$ cat src/rtl/riscv_multicycle_ctrl.sv
// Multi-cycle RV32I control FSM: fetch, decode, execute, memory, write-back.
// Strobes are decoded from the current state and the fields latched in DECODE.
module riscv_multicycle_ctrl #(
    parameter int TIMEOUT = 16,
    parameter int CNT_W   = 32
) (
    input  logic             clk,
    input  logic             rst_n,
    input  logic [6:0]       opcode,
    input  logic [2:0]       funct3,
    input  logic [6:0]       funct7,
    input  logic [4:0]       rd,
    input  logic             branch_taken,
    output logic             imem_req,
    input  logic             imem_ready,
    output logic             dmem_req,
    output logic             dmem_we,
    input  logic             dmem_ready,
    output logic             ir_we,
    output logic             pc_we,
    output logic [1:0]       pc_sel,
    output logic             reg_we,
    output logic [1:0]       wb_sel,
    output logic [1:0]       alu_src_a,
    output logic             alu_src_b,
    output logic [3:0]       alu_op,
    output logic             illegal,
    output logic             bus_err,
    output logic [CNT_W-1:0] instret
);
    localparam int            TW      = $clog2(TIMEOUT + 1);
    localparam logic [TW-1:0] TO_LAST = TW'(TIMEOUT);

    typedef enum logic [2:0] {S_FETCH, S_DECODE, S_EXEC, S_MEM, S_WB, S_HALT} state_t;
    typedef enum logic [3:0] {C_R, C_IALU, C_LOAD, C_STORE, C_BR,
                              C_JAL, C_JALR, C_LUI, C_AUIPC} cls_t;

    state_t            state_q, state_d;
    cls_t              cls_q, cls_d;
    logic [2:0]        f3_q, f3_d;
    logic              f7b5_q, f7b5_d;
    logic [4:0]        rd_q, rd_d;
    logic [TW-1:0]     cnt_q, cnt_d;
    logic              illegal_q, illegal_d;
    logic              bus_err_q, bus_err_d;
    logic [CNT_W-1:0]  instret_q, instret_d;
    logic              retire;

    logic              unused_f7;
    assign unused_f7 = ^{funct7[6], funct7[4:0]};

    function automatic logic [3:0] alu_op_of(input cls_t c, input logic [2:0] f3, input logic b5);
        case (c)
            C_R:     return {b5, f3};
            C_IALU:  return {b5 & (f3 == 3'b101), f3};
            default: return 4'b0000;
        endcase
    endfunction

    function automatic logic [1:0] src_a_of(input cls_t c);
        case (c)
            C_AUIPC: return 2'd1;
            C_LUI:   return 2'd2;
            default: return 2'd0;
        endcase
    endfunction

    logic [3:0] alu_op_l;
    logic [1:0] src_a_l;
    logic       src_b_l;
    assign alu_op_l = alu_op_of(cls_q, f3_q, f7b5_q);
    assign src_a_l  = src_a_of(cls_q);
    assign src_b_l  = !(cls_q == C_R || cls_q == C_BR);

    always_comb begin
        state_d   = state_q;
        cls_d     = cls_q;
        f3_d      = f3_q;
        f7b5_d    = f7b5_q;
        rd_d      = rd_q;
        cnt_d     = '0;
        illegal_d = illegal_q;
        bus_err_d = bus_err_q;
        retire    = 1'b0;
        case (state_q)
            S_FETCH: begin
                if (imem_ready) begin
                    state_d = S_DECODE;
                end else if (cnt_q == TO_LAST) begin
                    bus_err_d = 1'b1;
                    state_d   = S_HALT;
                end else begin
                    cnt_d = cnt_q + TW'(1);
                end
            end
            S_DECODE: begin
                f3_d    = funct3;
                f7b5_d  = funct7[5];
                rd_d    = rd;
                state_d = S_EXEC;
                case (opcode)
                    7'b0110011: cls_d = C_R;
                    7'b0010011: cls_d = C_IALU;
                    7'b0000011: cls_d = C_LOAD;
                    7'b0100011: cls_d = C_STORE;
                    7'b1100011: cls_d = C_BR;
                    7'b1101111: cls_d = C_JAL;
                    7'b1100111: cls_d = C_JALR;
                    7'b0110111: cls_d = C_LUI;
                    7'b0010111: cls_d = C_AUIPC;
                    default: begin
                        illegal_d = 1'b1;
                        state_d   = S_HALT;
                    end
                endcase
            end
            S_EXEC: begin
                if (cls_q == C_LOAD || cls_q == C_STORE) begin
                    state_d = S_MEM;
                end else if (cls_q == C_BR) begin
                    retire  = 1'b1;
                    state_d = S_FETCH;
                end else begin
                    state_d = S_WB;
                end
            end
            S_MEM: begin
                if (dmem_ready) begin
                    if (cls_q == C_STORE) begin
                        retire  = 1'b1;
                        state_d = S_FETCH;
                    end else begin
                        state_d = S_WB;
                    end
                end else if (cnt_q == TO_LAST) begin
                    bus_err_d = 1'b1;
                    state_d   = S_HALT;
                end else begin
                    cnt_d = cnt_q + TW'(1);
                end
            end
            S_WB: begin
                retire  = 1'b1;
                state_d = S_FETCH;
            end
            default: state_d = S_HALT;
        endcase
        instret_d = instret_q + CNT_W'(retire);
    end

    always_ff @(posedge clk or negedge rst_n) begin
        if (!rst_n) begin
            state_q   <= S_FETCH;
            cls_q     <= C_R;
            f3_q      <= '0;
            f7b5_q    <= 1'b0;
            rd_q      <= '0;
            cnt_q     <= '0;
            illegal_q <= 1'b0;
            bus_err_q <= 1'b0;
            instret_q <= '0;
        end else begin
            state_q   <= state_d;
            cls_q     <= cls_d;
            f3_q      <= f3_d;
            f7b5_q    <= f7b5_d;
            rd_q      <= rd_d;
            cnt_q     <= cnt_d;
            illegal_q <= illegal_d;
            bus_err_q <= bus_err_d;
            instret_q <= instret_d;
        end
    end

    // Gating with rst_n drops any live request the moment reset asserts.
    always_comb begin
        imem_req  = 1'b0;
        ir_we     = 1'b0;
        dmem_req  = 1'b0;
        dmem_we   = 1'b0;
        pc_we     = 1'b0;
        pc_sel    = 2'd0;
        reg_we    = 1'b0;
        wb_sel    = 2'd0;
        alu_src_a = 2'd0;
        alu_src_b = 1'b0;
        alu_op    = 4'd0;
        if (rst_n) begin
            case (state_q)
                S_FETCH: begin
                    imem_req = 1'b1;
                    ir_we    = imem_ready;
                end
                S_EXEC: begin
                    alu_src_a = src_a_l;
                    alu_src_b = src_b_l;
                    alu_op    = alu_op_l;
                    if (cls_q == C_BR) begin
                        pc_we  = 1'b1;
                        pc_sel = branch_taken ? 2'd1 : 2'd0;
                    end
                end
                S_MEM: begin
                    alu_src_a = src_a_l;
                    alu_src_b = src_b_l;
                    alu_op    = alu_op_l;
                    dmem_req  = 1'b1;
                    dmem_we   = (cls_q == C_STORE);
                    pc_we     = (cls_q == C_STORE) && dmem_ready;
                end
                S_WB: begin
                    alu_src_a = src_a_l;
                    alu_src_b = src_b_l;
                    alu_op    = alu_op_l;
                    reg_we    = (rd_q != 5'd0);
                    pc_we     = 1'b1;
                    if (cls_q == C_LOAD) begin
                        wb_sel = 2'd1;
                    end else if (cls_q == C_JAL || cls_q == C_JALR) begin
                        wb_sel = 2'd2;
                    end
                    if (cls_q == C_JAL) begin
                        pc_sel = 2'd1;
                    end else if (cls_q == C_JALR) begin
                        pc_sel = 2'd2;
                    end
                end
                default: ;
            endcase
        end
    end

    assign illegal = illegal_q;
    assign bus_err = bus_err_q;
    assign instret = instret_q;

endmodule
$ cat config.mk
export PLATFORM = sky130hd
export DESIGN_NAME = riscv_multicycle_ctrl
export DESIGN_NICKNAME = d
export VERILOG_FILES = /design/src/rtl/riscv_multicycle_ctrl.sv
export SDC_FILE = /design/constraint.sdc
export NUM_CORES = 1
export LEC_CHECK = 0
export CORE_MARGIN = 1
export CORE_UTILIZATION = 52
export CTS_CLUSTER_DIAMETER = 60
export DETAILED_ROUTE_END_ITERATION = 10
export MAX_ROUTING_LAYER = met4
export PLACE_DENSITY = 0.84
export SYNTH_ARGS = -nofsm -noshare
export SYNTH_HDL_FRONTEND = slang
export SYNTH_SLANG_ARGS = --single-unit
$ cat constraint.sdc
create_clock -name clk -period 5.4 [get_ports clk]
set_input_delay 1.62 -clock clk [delete_from_list [all_inputs] [get_ports clk]]
set_output_delay 1.62 -clock clk [all_outputs]
set_load 0.01 [all_outputs]
After elaboration in Yosys (flattened, before gate mapping)
Index checks and enable logic that the tools add are counted.
{"block": "word_totals", "in_bits": 27, "regBits": 55, "wordCells": 105, "output_inout_bits": 51}
{"block": "op_classes", "reduce_logical": 15, "mux": 52, "bitwise_logic": 2, "n_addsub": 2, "eq_ne": 25}
{"cell": "$pmux 4 s9", "n": 1}
{"cell": "$add 32x1->32", "n": 1}
{"cell": "$mux 1", "n": 22}
{"cell": "$eq 7x6->1 const B", "n": 3}
{"cell": "$eq 7x7->1 const B", "n": 3}
{"cell": "$mux 3", "n": 7}
{"cell": "$mux 2", "n": 9}
{"cell": "$eq 4x3->1 const B", "n": 4}
{"cell": "$mux 5", "n": 3}
{"cell": "$pmux 3 s5", "n": 1}
{"cell": "$eq 7x5->1 const B", "n": 2}
{"cell": "$pmux 5 s2", "n": 1}
{"cell": "$reduce_bool 9->1", "n": 1}
{"cell": "$reduce_or 9->1", "n": 1}
{"cell": "$eq 4x2->1 const B", "n": 2}
{"cell": "$mux 4", "n": 2}
{"cell": "$pmux 2 s2", "n": 2}
{"cell": "$pmux 4 s2", "n": 1}
{"cell": "$eq 7x2->1 const B", "n": 1}
{"cell": "$eq 3x2->1 const B", "n": 2}
{"cell": "$eq 3x3->1 const B", "n": 2}
{"cell": "$pmux 1 s3", "n": 2}
{"cell": "$add 5x1->5 const B", "n": 1}
{"cell": "$eq 5x5->1 const B", "n": 1}
{"cell": "other kinds (17)", "n": 21}

Longest topological paths before layout
Gate-level depths: netlist of the first run.
{"block": "depth", "depth_word": 6, "ltp_mapped": 10, "depth_no_buf": 8}

Worst setup path before layout of the first run
OpenSTA, ideal clock, no wires.
{"block": "synth_timing", "path_kind": "input-to-output", "from": "input port rst_n", "to": "output port pc_sel[1]", "n_path_buf": 0, "cell_stages": 3, "slack_ps": 1289, "required_time_ps": 3780, "arrival_ps": 2491, "cell_sequence": "nand2b_1 or3_1 nor4b_1"}
{"block": "synth_via", "elab_chain_len": 1}
{"item": "start: declaration", "line": "8", "rtl": "input logic rst_n,"}
{"item": "$mux 2", "line": "188", "rtl": "if (rst_n) begin"}
{"item": "end: declaration", "line": "21", "rtl": "output logic [1:0] pc_sel,"}
Every way passes these cells.

Final worst setup path of the first run
{"block": "layout_timing", "from": "input port dmem_ready", "to": "output port pc_we"}
{"block": "layout_via", "elab_chain_len": 3}
{"item": "start: declaration", "line": "18", "rtl": "input logic dmem_ready,"}
{"item": "$logic_and 1x1->1", "line": "209", "rtl": "pc_we = (cls_q == C_STORE) && dmem_ready;"}
{"item": "$pmux 1 s3", "line": "189", "rtl": "case (state_q)"}
{"item": "$mux 1", "line": "188"}
{"item": "end: declaration", "line": "20", "rtl": "output logic pc_we,"}
Every way passes these cells.

==> impl_metrics.json, run 1 <==
{
  "status": "finished, final reports clean",
  "drtAntennaViolNets": 0,
  "dieWidth_um": 76.93,
  "die_area_um2": 5917,
  "min_period_ns": 4.975,
  "synth_edf_count": 0,
  "cts_tree": "yes",
  "synth_area_leaders": "dfrtp_1, xnor2_1, mux2_2",
  "crit_required_ns": 3.78,
  "worstHoldPathType": "register to register",
  "h-tree-depth": 2,
  "pre_cts_slack_ns": 0.4519,
  "worstPathCellList": "clkdlybuf4s50_1, nand3b_1, o21ai_0, a31o_2, nor2b_1, clkdlybuf4s50_1",
  "synth_top_area_frac": 0.4715,
  "syn_area_um2": 2919,
  "fillers": 426,
  "first_pass_iters": 5,
  "cts_resized": 0,
  "diodes": 0,
  "clk_path_buf_depth": 2,
  "num_vias": 2300,
  "critPathLaunchType": "input port",
  "finalSetupViolCount": 0,
  "synthDistinctLibCells": 52,
  "hold_buffers": 0,
  "p_leak_nw": 1.586,
  "ios": 78,
  "fin_crit_sh": 0.9212,
  "numCtsBuffers": 5,
  "holdCritStartpoint": "illegal",
  "grt_max_degree": 43,
  "yosys-top-cells-count": "dfrtp_1, xnor2_1, nand3_1, nand2_1",
  "r2r-start": "state_q[0]",
  "post_cts.repair.setup_buffers": 0,
  "ys_ff_latch": 55,
  "cp-end-kind": "output port",
  "fin_setup_tns_ns": 0,
  "crit_start": "dmem_ready",
  "cpMostUsedCell": "clkdlybuf4s50_1",
  "maxSlewViolCount": 0,
  "crit_fanout": 5,
  "dieHeight_um": 76.93,
  "layout_setup_ws_ns": 0.4253,
  "postSynthCellCount": 275,
  "track_usage": 0.2302,
  "tightest_slew_ns": 0.9780,
  "drive_gt1_frac": 0.07918,
  "num_rows": 26,
  "maxCapViolCount": 0,
  "clkLatencyLatePin_ns": 0.31,
  "ys.flop_type": "dfrtp_1",
  "synth.most_common_cell": "dfrtp_1",
  "power_density_nw_per_um2": 238.7,
  "dp_hpwl_mm": 4.590,
  "cp_num_buf_inv": 2,
  "syn_nets": 306,
  "synth.largest_area_cell": "dfrtp_1",
  "grt-ovfl-total": 0,
  "drcViolationCount": 0,
  "irDropWorstVdd_v": 0.0002051,
  "hold_viol_final": 0,
  "rsz0062_at_grt": "false",
  "layout.nets": 372,
  "critical_path_class": "input port to output port",
  "power.total_w": 0.0008970,
  "viasPerCell": 5.596,
  "yosysSeqAreaShare": 0.4715,
  "clock_sinks": 55,
  "wl_mm": 6.261,
  "fmax_mhz": 201.0,
  "crit_arrival_ns": 3.35,
  "ys_async_sr_fraction": 1.000,
  "coreArea_um2": 5270,
  "port_buffers": 71,
  "max_stage_delay_ns": 0.56,
  "yosysWarnings": 0,
  "wire_per_inst_um": 15.23,
  "initial_utilization": 0.5539,
  "critical-path-slowest-cell": "clkdlybuf4s50_1",
  "antenna_found_initial": 0,
  "cts_root_buf": "clkbuf_8",
  "seqCellArea_um2": 1376,
  "areaGrowthSynthToFinish_pct": 28.72,
  "multi_input_area_um2": 1436,
  "grt_pass1_wl_mm": 10.47,
  "utilization": 0.7130,
  "clkTransAtPathRegs_ns": 0.09,
  "synth.avg_cell_area_um2": 10.61,
  "max_slew_margin": 0.3431,
  "grt_pass1_vias": 2151,
  "skew_ns": 0.01208,
  "critical_path.top_delay_family": "buffers and inverters",
  "place_congestion": 0.8021,
  "drtIter0Drc": 113
}
-- cell usage in the layout (no fill, tap or decap), types with 5 or more instances in the layout --
cell / synthesis / routed
a21oi_1: 6 / 6
nand2_1: 14 / 14
and4_1: 5 / 5
dfrtp_1: 55 / 55
nor2_1: 8 / 8
clkbuf_8: 0 / 5
clkdlybuf4s50_1: 0 / 70
nor2b_1: 7 / 7
nor3_1: 10 / 10
xor2_1: 7 / 7
and2_1: 9 / 9
mux2_2: 9 / 9
and3_1: 10 / 10
nand4_1: 8 / 8
nand3_1: 16 / 16
inv_1: 7 / 7
xnor2_1: 30 / 30
-- area by class of cell --
type                            instances  area share
Clock inverter                          1    0.007992
Tap cell                               70     0.02331
Clock buffer                            6     0.01931
Sequential cell                        55      0.3663
Multi-Input combinational cell        198      0.3823
Timing Repair Buffer                   74      0.1938
Inverter                                7    0.006993
-- registers in the layout, summed over array words and instances, names as in the netlist --
signal   cells
f7b5_q       1
cnt_q        5
f3_q         3
state_q      3
rd_q         5
cls_q        4
bus_err      1
instret     32
illegal      1
-- through the flow --
step | hold slack, ns | cell area (µm²) | std cells
floorplan | 0.4531 | 2919 | 275
global route | 0.4986 | 3757 | 411
finish | 0.4696 | 3757 | 411
CTS | 0.4802 | 3757 | 411
detailed placement | 0.4587 | 3655 | 404
global placement | 0.4473 | 3655 | 404
-- kinds of logic after synthesis --
family	after synthesis	synth area share
multiplexers	11	0.04201
AND/OR/NAND/NOR	114	0.2383
AO/OA/AOI/OAI	32	0.08359
flip-flops	55	0.4715
buffers and inverters	22	0.03643
XOR/XNOR	37	0.1110
adder cells (fa/ha/maj)	4	0.01715
-- final timing paths --
path | slack [ns] | endpoint | cells past startpoint
worst max-delay path | 0.43 | pc_we | 6
worst min-delay path | 0.47 | illegal | 1
worst max register to register | 2.32 | instret[24] | 8
worst min register to register | 0.47 | illegal | 1
max in group asynchronous | 3.58 | instret[24] | 2
min in group asynchronous | 1.31 | rd_q[1] | 2
-- layer usage --
metal  up-vias  share of wire  track usage
li1       1112              -            -
met1      1128           0.46       0.3070
met2        55           0.49       0.3589
met3         5          0.039      0.04167
met4         0         0.0093      0.06731
met5         -              0            -
-- where the power goes --
part           switching (W)  internal [W]  total [W]
clock               0.000129      0.000136   0.000266
combinational      0.0000488     0.0000772   0.000126
sequential         0.0000442      0.000461   0.000505
(Power assumes the default switching activity.)
==> inputs of run 2 (changes only) <==
--- a/config.mk
+++ b/config.mk
@@ -5,6 +5,7 @@
 export SDC_FILE = /design/constraint.sdc
 export NUM_CORES = 1
 export LEC_CHECK = 0
+export CAP_MARGIN = 15
 export CORE_MARGIN = 1
 export CORE_UTILIZATION = 52
 export CTS_CLUSTER_DIAMETER = 60
==> results of run 2 <==
The final DEF is identical to that of run 1; final timing and power are the same.
==> inputs of run 3 (changes only) <==
--- a/config.mk
+++ b/config.mk
@@ -11,7 +11,7 @@
 export CTS_CLUSTER_DIAMETER = 60
 export DETAILED_ROUTE_END_ITERATION = 10
 export MAX_ROUTING_LAYER = met4
-export PLACE_DENSITY = 0.84
+export PLACE_DENSITY = 0.92
 export SYNTH_ARGS = -nofsm -noshare
 export SYNTH_HDL_FRONTEND = slang
 export SYNTH_SLANG_ARGS = --single-unit
==> run 3 against run 2 <==
Against the previous run: critical path depth unchanged; sequential share of layout area up 0.061 points; first-iteration DRC count down 20%; design area down 0.17%; via count up 1.9%; global-route usage up 1.3 points; count of clock-buffer cells in the layout down 1; register-to-register slack better by 0.05 ns; sequential cell count unchanged; clock power down 10%; critical path type unchanged.
==> impl_metrics.json, run 3 (same netlist as run 1, synthesis figures left out) <==
{
  "status": "finished, final reports clean",
  "fin_setup_tns_ns": 0,
  "wl_mm": 6.482,
  "dp_hpwl_mm": 4.850,
  "antenna_found_initial": 0,
  "power_density_nw_per_um2": 233.1,
  "grt_pass1_vias": 2340,
  "first_pass_iters": 4,
  "track_usage": 0.2428,
  "num_rows": 26,
  "reg2reg_depth": 8,
  "cts_root_buf": "clkbuf_8",
  "worstHoldPathType": "register to register",
  "viasPerCell": 5.689,
  "crit_required_ns": 3.78,
  "r2r-start": "state_q[0]",
  "maxCapViolCount": 0,
  "dieWidth_um": 76.93,
  "dieHeight_um": 76.93,
  "p_leak_nw": 1.582,
  "cts_tree": "yes",
  "max_slew_margin": 0.3901,
  "drtIter0Drc": 90,
  "grt_max_degree": 44,
  "num_vias": 2344,
  "layout_common_cells": "clkdlybuf4s50_1, dfrtp_1, xnor2_1",
  "layout.cells.most_common": "clkdlybuf4s50_1",
  "critical_path_class": "input port to output port",
  "fin_crit_sh": 0.9204,
  "grt_pass1_wl_mm": 11.11,
  "grt-ovfl-total": 0,
  "die_area_um2": 5917,
  "multi_input_area_um2": 1436,
  "clk_path_buf_depth": 2,
  "h-tree-depth": 2,
  "crit_arrival_ns": 3.35,
  "drtAntennaViolNets": 0,
  "worstPathCellList": "clkdlybuf4s50_1, nand3b_1, o21ai_0, a31o_2, nor2b_1, clkdlybuf4s50_1",
  "cp-end-kind": "output port",
  "place_congestion": 0.8602,
  "largest_reg_flops": 32,
  "coreArea_um2": 5270,
  "seqCellArea_um2": 1376,
  "port_buffers": 71,
  "hold_viol_final": 0,
  "layout.nets": 372,
  "critPathLaunchType": "input port",
  "cts_resized": 0,
  "critical-path-slowest-cell": "clkdlybuf4s50_1",
  "crit_fanout": 5,
  "clkLatencyLatePin_ns": 0.32,
  "numCtsBuffers": 5,
  "clock_sinks": 55,
  "skew_ns": 0.01678,
  "finalSetupViolCount": 0,
  "wire_per_inst_um": 15.73,
  "post-route-cell-area_um2": 3751,
  "holdPathStages": 1,
  "rsz0062_at_grt": "false",
  "clkTransAtPathRegs_ns": 0.10,
  "min_period_ns": 4.970,
  "irDropWorstVdd_v": 0.0002103,
  "hold_buffers": 0,
  "diodes": 0,
  "power.total_w": 0.0008742,
  "place_area_um2": 3655,
  "drcViolationCount": 0,
  "holdCritStartpoint": "bus_err",
  "ios": 78,
  "fmax_mhz": 201.2,
  "max_stage_delay_ns": 0.59,
  "initial_utilization": 0.5539,
  "cpMostUsedCell": "clkdlybuf4s50_1",
  "crit_start": "dmem_ready",
  "drive_gt1_frac": 0.08480,
  "tightest_slew_ns": 0.9080,
  "post_cts.repair.setup_buffers": 0,
  "fillers": 432,
  "maxSlewViolCount": 0,
  "areaGrowthSynthToFinish_pct": 28.50
}
[run 3: per-stage QoR]
stage / cells / util / hold WS, ns / setup slack, ns
finish: 412 / 0.7118 / 0.4720 / 0.4297
detailed placement: 404 / 0.6935 / 0.4493 / 0.4368
floorplan: 275 / - / 0.4531 / 1.289
global placement: 404 / 0.6935 / 0.4430 / 0.4645
CTS: 412 / 0.7118 / 0.4771 / 0.4302
global route: 412 / 0.7118 / 0.5022 / 0.3374
[run 3: per-layer routing]
layer | routed length, µm | global-route usage
met1 | 2814 | 0.2988
met5 | 0 | -
met3 | 299 | 0.04881
met4 | 131 | 0.07885
met2 | 3236 | 0.4000
[run 3: path summary, 6_finish.rpt]
check | end | slack [ns]
setup / recovery | pc_we | 0.43
hold / removal | bus_err | 0.47
setup reg to reg | instret[27] | 2.37
hold reg to reg | bus_err | 0.47
max in group asynchronous | instret[6] | 3.59
min in group asynchronous | cls_q[0] | 1.29
[run 3: final cells by class]
cell class                      count  area share
Tap cell                           70     0.02335
Timing Repair Buffer               74      0.1941
Clock inverter                      3    0.007338
Inverter                            7    0.007005
Sequential cell                    55      0.3669
Multi-Input combinational cell    198      0.3829
Clock buffer                        5     0.01835
[run 3: critical path: cells and delay by family]
kind                   cells  cell delay [ns]
AOI/OAI and AO/OA          2             0.35
and+or+nand+nor            2             0.23
buffers and inverters      2             1.14
[run 3: where the power goes]
group          leakage (nW)  total, W  internal (W)  switching (W)
combinational         0.814  0.000130     0.0000774      0.0000529
sequential            0.721  0.000504      0.000461      0.0000432
clock                0.0467  0.000239     0.0000964       0.000143
total                  1.58  0.000874      0.000635       0.000239
